`config.mk`:
```
export PLATFORM = sky130hd
export DESIGN_NAME = bp_c_mult1
export DESIGN_NICKNAME = d
export VERILOG_FILES = /design/src/rtl/bp_c_mult1.sv
export SDC_FILE = /design/constraint.sdc
export NUM_CORES = 1
export LEC_CHECK = 0
export ABC_AREA = 1
export BUFFER_PORTS_ARGS = -buffer_cell sky130_fd_sc_hd__buf_2
export CORE_MARGIN = 2
export CORE_UTILIZATION = 40
export CTS_CLUSTER_SIZE = 16
export DETAILED_ROUTE_END_ITERATION = 6
export SLEW_MARGIN = 20
export SYNTH_ARGS = -nofsm -noshare
export SYNTH_HDL_FRONTEND = slang
export SYNTH_HIERARCHICAL = 1
export SYNTH_SLANG_ARGS = --single-unit
```
`constraint.sdc`:
```
create_clock -name clk -period 3.2 [get_ports clk]
set_input_delay 0.16 -clock clk [delete_from_list [all_inputs] [get_ports clk]]
set_output_delay 0.16 -clock clk [all_outputs]
set_load 0.005 [all_outputs]
```
`src/rtl/bp_c_mult1.sv`:
```
// First nonlinear layer of the masked Boyar-Peralta S-box: nine HPC2 ANDs plus
// the share-wise XOR fold into M20..M23. One cycle latency, free-running, no backpressure.

module MSKand_hpc2 #(
  parameter int d = 2
) (
  input  logic                   clk,
  input  logic                   rst,
  input  logic [d-1:0]           ina_i,
  input  logic [d-1:0]           inb_i,
  input  logic [d*(d-1)/2-1:0]   rnd_i,
  output logic [d-1:0]           out_o
);
  localparam int R = d*(d-1)/2;

  // Index of the random bit shared by share pair (i, j), i < j.
  function automatic int pidx(input int i, input int j);
    return i*d - (i*(i+1))/2 + (j-i-1);
  endfunction

  logic [d-1:0]          a_q;
  logic [d-1:0][d-1:0]   bm_d, bm_q;
  logic [R-1:0]          r_q;

  // Diagonal carries b_i; off-diagonal carries b_j blinded by r_ij before any AND.
  always_comb begin
    bm_d = '0;
    for (int i = 0; i < d; i++) begin
      for (int j = 0; j < d; j++) begin
        if (i == j)
          bm_d[i][j] = inb_i[j];
        else if (i < j)
          bm_d[i][j] = inb_i[j] ^ rnd_i[pidx(i, j)];
        else
          bm_d[i][j] = inb_i[j] ^ rnd_i[pidx(j, i)];
      end
    end
  end

  always_ff @(posedge clk or posedge rst) begin
    if (rst) begin
      a_q  <= '0;
      bm_q <= '0;
      r_q  <= '0;
    end else begin
      a_q  <= ina_i;
      bm_q <= bm_d;
      r_q  <= rnd_i;
    end
  end

  always_comb begin
    out_o = '0;
    for (int i = 0; i < d; i++) begin
      out_o[i] = a_q[i] & bm_q[i][i];
      for (int j = 0; j < d; j++) begin
        if (j != i)
          out_o[i] = out_o[i] ^ (a_q[i] & bm_q[i][j])
                     ^ (~a_q[i] & r_q[(i < j) ? pidx(i, j) : pidx(j, i)]);
      end
    end
  end
endmodule

module bp_c_mult1 #(
  parameter int d = 2
) (
  input  logic                         clk,
  input  logic                         rst,
  input  logic                         in_valid,
  input  logic [d-1:0]                 i0,
  input  logic [d-1:0]                 t1,
  input  logic [d-1:0]                 t2,
  input  logic [d-1:0]                 t3,
  input  logic [d-1:0]                 t4,
  input  logic [d-1:0]                 t6,
  input  logic [d-1:0]                 t8,
  input  logic [d-1:0]                 t9,
  input  logic [d-1:0]                 t10,
  input  logic [d-1:0]                 t13,
  input  logic [d-1:0]                 t14,
  input  logic [d-1:0]                 t15,
  input  logic [d-1:0]                 t16,
  input  logic [d-1:0]                 t17,
  input  logic [d-1:0]                 t19,
  input  logic [d-1:0]                 t20,
  input  logic [d-1:0]                 t22,
  input  logic [d-1:0]                 t23,
  input  logic [d-1:0]                 t24,
  input  logic [d-1:0]                 t25,
  input  logic [d-1:0]                 t26,
  input  logic [d-1:0]                 t27,
  input  logic [9*(d*(d-1)/2)-1:0]     rnd,
  output logic                         out_valid,
  output logic [d-1:0]                 m20,
  output logic [d-1:0]                 m21,
  output logic [d-1:0]                 m22,
  output logic [d-1:0]                 m23
);
  localparam int R = d*(d-1)/2;

  logic [d-1:0] m1, m2, m4, m6, m7, m9, m11, m12, m14;
  logic [d-1:0] m3, m5, m8, m10, m13, m15, m16, m17, m18, m19;
  logic [d-1:0] t14_q, t24_q, t25_q, t26_q;
  logic         valid_q;

  MSKand_hpc2 #(.d(d)) u_m1  (.clk(clk), .rst(rst), .ina_i(t13), .inb_i(t6),  .rnd_i(rnd[0*R +: R]), .out_o(m1));
  MSKand_hpc2 #(.d(d)) u_m2  (.clk(clk), .rst(rst), .ina_i(t23), .inb_i(t8),  .rnd_i(rnd[1*R +: R]), .out_o(m2));
  MSKand_hpc2 #(.d(d)) u_m4  (.clk(clk), .rst(rst), .ina_i(t19), .inb_i(i0),  .rnd_i(rnd[2*R +: R]), .out_o(m4));
  MSKand_hpc2 #(.d(d)) u_m6  (.clk(clk), .rst(rst), .ina_i(t3),  .inb_i(t16), .rnd_i(rnd[3*R +: R]), .out_o(m6));
  MSKand_hpc2 #(.d(d)) u_m7  (.clk(clk), .rst(rst), .ina_i(t22), .inb_i(t9),  .rnd_i(rnd[4*R +: R]), .out_o(m7));
  MSKand_hpc2 #(.d(d)) u_m9  (.clk(clk), .rst(rst), .ina_i(t20), .inb_i(t17), .rnd_i(rnd[5*R +: R]), .out_o(m9));
  MSKand_hpc2 #(.d(d)) u_m11 (.clk(clk), .rst(rst), .ina_i(t1),  .inb_i(t15), .rnd_i(rnd[6*R +: R]), .out_o(m11));
  MSKand_hpc2 #(.d(d)) u_m12 (.clk(clk), .rst(rst), .ina_i(t4),  .inb_i(t27), .rnd_i(rnd[7*R +: R]), .out_o(m12));
  MSKand_hpc2 #(.d(d)) u_m14 (.clk(clk), .rst(rst), .ina_i(t2),  .inb_i(t10), .rnd_i(rnd[8*R +: R]), .out_o(m14));

  // Linear-only operands ride alongside the gadgets so the fold sees one cycle.
  always_ff @(posedge clk or posedge rst) begin
    if (rst) begin
      t14_q   <= '0;
      t24_q   <= '0;
      t25_q   <= '0;
      t26_q   <= '0;
      valid_q <= 1'b0;
    end else begin
      t14_q   <= t14;
      t24_q   <= t24;
      t25_q   <= t25;
      t26_q   <= t26;
      valid_q <= in_valid;
    end
  end

  always_comb begin
    m3  = t14_q ^ m1;
    m5  = m4 ^ m1;
    m8  = t26_q ^ m6;
    m10 = m9 ^ m6;
    m13 = m12 ^ m11;
    m15 = m14 ^ m11;
    m16 = m3 ^ m2;
    m17 = m5 ^ t24_q;
    m18 = m8 ^ m7;
    m19 = m10 ^ m15;
  end

  assign m20       = m16 ^ m13;
  assign m21       = m17 ^ m15;
  assign m22       = m18 ^ m13;
  assign m23       = m19 ^ t25_q;
  assign out_valid = valid_q;
endmodule

```
* After elaboration in Yosys (flattened, before gate mapping)
Index checks and enable logic that the tools add are counted.
** Storage, ports and cells
- Word-level logic and storage cells :: 181
- Flip-flop bits (word level) :: 72
- Input bits :: 56
** Operators by class
- Bitwise gates (word level) :: 140
** Operator list (number)
- $and 1x1->1 :: 54
- $xor 1x1->1 :: 54
- $xor 2x2->2 :: 14
- $not 1->1 :: 18

* Logic depth before layout (Yosys ltp)
- Depth after elaboration :: 6
- Depth in mapped cells :: 10
- Depth with buffers taken out :: 10

* By module
Netlist, hierarchy kept.
** By module, submodules not included
- MSKand_hpc2 :: times used 9, cells each 24, sequential area each 175.2 um^2, area an instance 256.5 um^2
- bp_c_mult1 :: times used 1, cells each 127, sequential area each 225.2 um^2, area an instance 698.2 um^2

* Worst setup path before layout
OpenSTA, ideal clock, no wires.
- Kind :: reg2out
- Start :: register u_m11.a_q[1]
- End :: output port m20[1]
- Data arrival time :: 1007 ps
- Path buffers :: 0
- Cell stages (with the launch flop) :: 7
- Slack :: 2033 ps
- Cells stage by stage :: dfrtp_1 -> nand3_1 -> nand3_1 -> xnor2_1 -> inv_1 -> nand2_1 -> nand2_1
** On the way
- Cells in the longest elaborated chain, start to end :: 5
- Elaborated cells between the ends (all ways) :: 8
- Those cells by class :: 8 x bitwise
** RTL lines
- from (decl) :: line 21 : logic [d-1:0] a_q;
- from (signal assigned) :: line 46 : a_q <= ina_i;
- $and 1x1->1, or another cell as far along :: line 55 : out_o[i] = a_q[i] & bm_q[i][i];
- $xor 1x1->1 / $and 1x1->1 (equally long branches) :: line 58, 59
- $xor 1x1->1 (*) :: line 59 : ^ (~a_q[i] & r_q[(i < j) ? pidx(i, j) : pidx(j, i)]);
- via m11[1] :: line 102 : logic [d-1:0] m1, m2, m4, m6, m7, m9, m11, m12, m14;
- $xor 2x2->2 (*) :: line 139 : m13 = m12 ^ m11;
- $xor 2x2->2 (*) :: line 147 : assign m20 = m16 ^ m13;
- to (decl) :: line 95 : output logic [d-1:0] m20,
Mark *: on every way through the listed nets, which the timed path passes. The rest lies on a longest branch.

* Worst setup path after layout
- Start :: register u_m11.a_q[0]
- End :: output port m22[0]
** On the way
- Cells in the longest elaborated chain, start to end :: 5
- Elaborated cells between the ends (all ways) :: 8
- Those cells by class :: 8 x bitwise
** RTL lines
- $and 1x1->1, or another cell as far along :: line 55
- $xor 1x1->1 / $and 1x1->1 (equally long branches) :: line 58, 59
- $xor 1x1->1 (*) :: line 59
- via m11[0] :: line 102
- $xor 2x2->2 (*) :: line 139
- $xor 2x2->2 (*) :: line 149 : assign m22 = m18 ^ m13;
- to (decl) :: line 97 : output logic [d-1:0] m22,
Marks and branches as above.

==> metrics.cfg <==
[status]
status = finished clean

[cts]
cts-htree-levels = 3
cts_root_buf = clkbuf_8
cts.reportedPaths.clkPinSlew_ps = 80
cts_tree = done
clockBufferDepth = 2
cts_setup_buffers = 0
cts.sinks = 72
numCtsBuffers = 9

[yosys]
synth_area_per_cell_um2 = 8.77
yosysSeqAreaShare = 0.599
async_flop_share = 1.00
synth_area_leaders = dfrtp_1, inv_1, nand3_1
synth_cell_types = 8
synth_flop_cell = dfrtp_1
syn_inst = 343
synth_nets = 399
netlist_area_mm2 = 0.00301
yosysTopAreaCellShare = 0.599
yosysWarnings = 6
yosysTopAreaCell = dfrtp_1
ys_top_cells_by_count = inv_1, nand2_1, dfrtp_1
synth.most_common_cell = inv_1
synth-seq-cells = 72
synth_edf_count = 0

[placed_design]
gp_congestion = 0.727
dpl.cell_count = 506
dp_hpwl_um = 4230
io_buffers = 64

[setup_path]
path_cells = nand3_1 -> nand3_1 -> xnor2_1 -> inv_1 -> nand3_1 -> nand2_1 -> buf_2
cp_top_family = simple AND/OR/NAND/NOR gates
slowest_delay_ps = 400
cp_num_buf_inv = 2
critPathArrivalTime_ps = 1680
end_kind = primary output
slowest_stage = dfrtp_1
cp.required_ps = 3040
start_kind = flop
crit_fanout = 4
cp_common_cell = nand3_1
crit_type = flop to primary output

[global_routing]
track_usage = 0.158
overflow = 0
first_global_vias = 2374
grt_pass1_wl_um = 9960
antenna_found_initial = 0
grt_max_degree = 14

[sta]
fin_crit_sh = 0.574
worst-slew-pin-transition_ps = 429
rsz0062_at_grt = false
finalCriticalPeriod_ps = 1840
setup_viol = 0
slew_headroom = 0.714
hold_viol_final = 0
clock.fmax_mhz = 544
fin_tns_setup_ps = 0
finalMaxSlewViolations = 0

[job]
cap_violations = 0

[routing]
drc_errors = 0
final_antenna_net_count = 0
drt-initial-drc-count = 66
vias_per_cell = 4.18
dr.pass1.iters = 6
wirelength_um = 5860
wl_per_cell_um = 10.1
vias = 2411

[power_and_ir_drop]
power_density_mw_per_mm2 = 486
p_leak_nw = 2.38
vdd_ir_drop_max_uv = 299

[finish]
fill_cells = 631
finalNonFillerCells = 577
areaGrowthSynthToFinish_pct = 39.6
diodes = 0
fin_util = 0.579
layout.nets = 529
final_layout_size_suffix_gt1_frac = 0.165

[floorplan]
num_rows = 31
initial_core_util = 0.415
fp.coreArea_mm2 = 0.00725
pin_count = 65
fp.dieH_um = 90.7
die_area_mm2 = 0.00823
die_x_um = 90.7

[min_path]
holdCritPathClass = input pin to asynchronous set/reset pin

## kinds of logic after synthesis
group	Yosys count	synth area share
xor+xnor	20	0.0583
buf+inv	91	0.114
flops	72	0.599
simple gates	160	0.229
## per-stage QoR
stage	worst slack [ps]	area (um^2)	hold WS, ps	total power, mW
after floorplan	2030	3010	-36.6	1.19
after global placement	1680	3450	229	1.30
after detailed placement	1710	3450	233	1.30
after CTS	1310	4200	385	2.07
after global routing	1200	4200	425	2.16
final	1360	4200	402	2.04
## flip-flops by register name, indices dropped and copies added (netlist names), 4 cells and up
signal	flops
u_m1/bm_q	4
u_m11/bm_q	4
u_m12/bm_q	4
u_m14/bm_q	4
u_m2/bm_q	4
u_m4/bm_q	4
u_m6/bm_q	4
u_m7/bm_q	4
u_m9/bm_q	4
## per-layer routing
metal / wire (um) / global-route usage / share of wire / up-vias
met2: 3000 / 0.278 / 0.51 / 43
met3: 291 / 0.0618 / 0.050 / 13
li1: - / - / - / 1279
met5: 0 / 0 / 0 / -
met4: 114 / 0.0551 / 0.019 / 0
met1: 2450 / 0.173 / 0.42 / 1076
## power by group
group          internal [mW]  switching, mW  total (mW)  leakage, nW
Sequential             0.967         0.0309       0.998        0.839
Clock                  0.364          0.341       0.705       0.0968
Combinational          0.160          0.176       0.336         1.45
## layout by cell type (no fill, tap or decap), drive strengths merged
cell type	netlist	layout
inv	91	92
nand2	88	88
dfrtp	72	72
nand3	67	67
buf	0	64
dlygate4sd3	0	55
xor2	18	18
clkbuf	0	10
nor2	4	4
clkinv	0	3
xnor2	2	2
nand3b	1	1
clkinvlp	0	1
bufinv	0	1
## layout make-up
class	count	area, um^2	share of cell area
sequential	72	1800	0.429
inverter	91	342	0.0814
timing repair buffer	119	871	0.207
tap	99	124	0.0295
clock buffer	10	128	0.0304
multi-input combinational	180	863	0.206
clock inverter	6	68.8	0.0164
## final timing paths
path | to | slack (ps) | from | depth (start not counted)
worst max-delay path | m22[0] | 1360 | u_m11/a_q[0]$_DFF_PP0_ | 7
worst min-delay path | u_m14/a_q[0]$_DFF_PP0_ | 400 | rst | 3
max in group asynchronous | t26_q[1]$_DFF_PP0_ | 2410 | rst | 3
min in group clk | u_m7/a_q[0]$_DFF_PP0_ | 450 | t22[0] | 2
## timing repair
action                                  4_1_cts  5_1_grt
hold buffers                                 55        0
endpoints found under the setup margin        0        0
hold endpoints to repair                    143        0
resized for setup                             0        0
No activity file was read; power rests on OpenSTA's default activity.
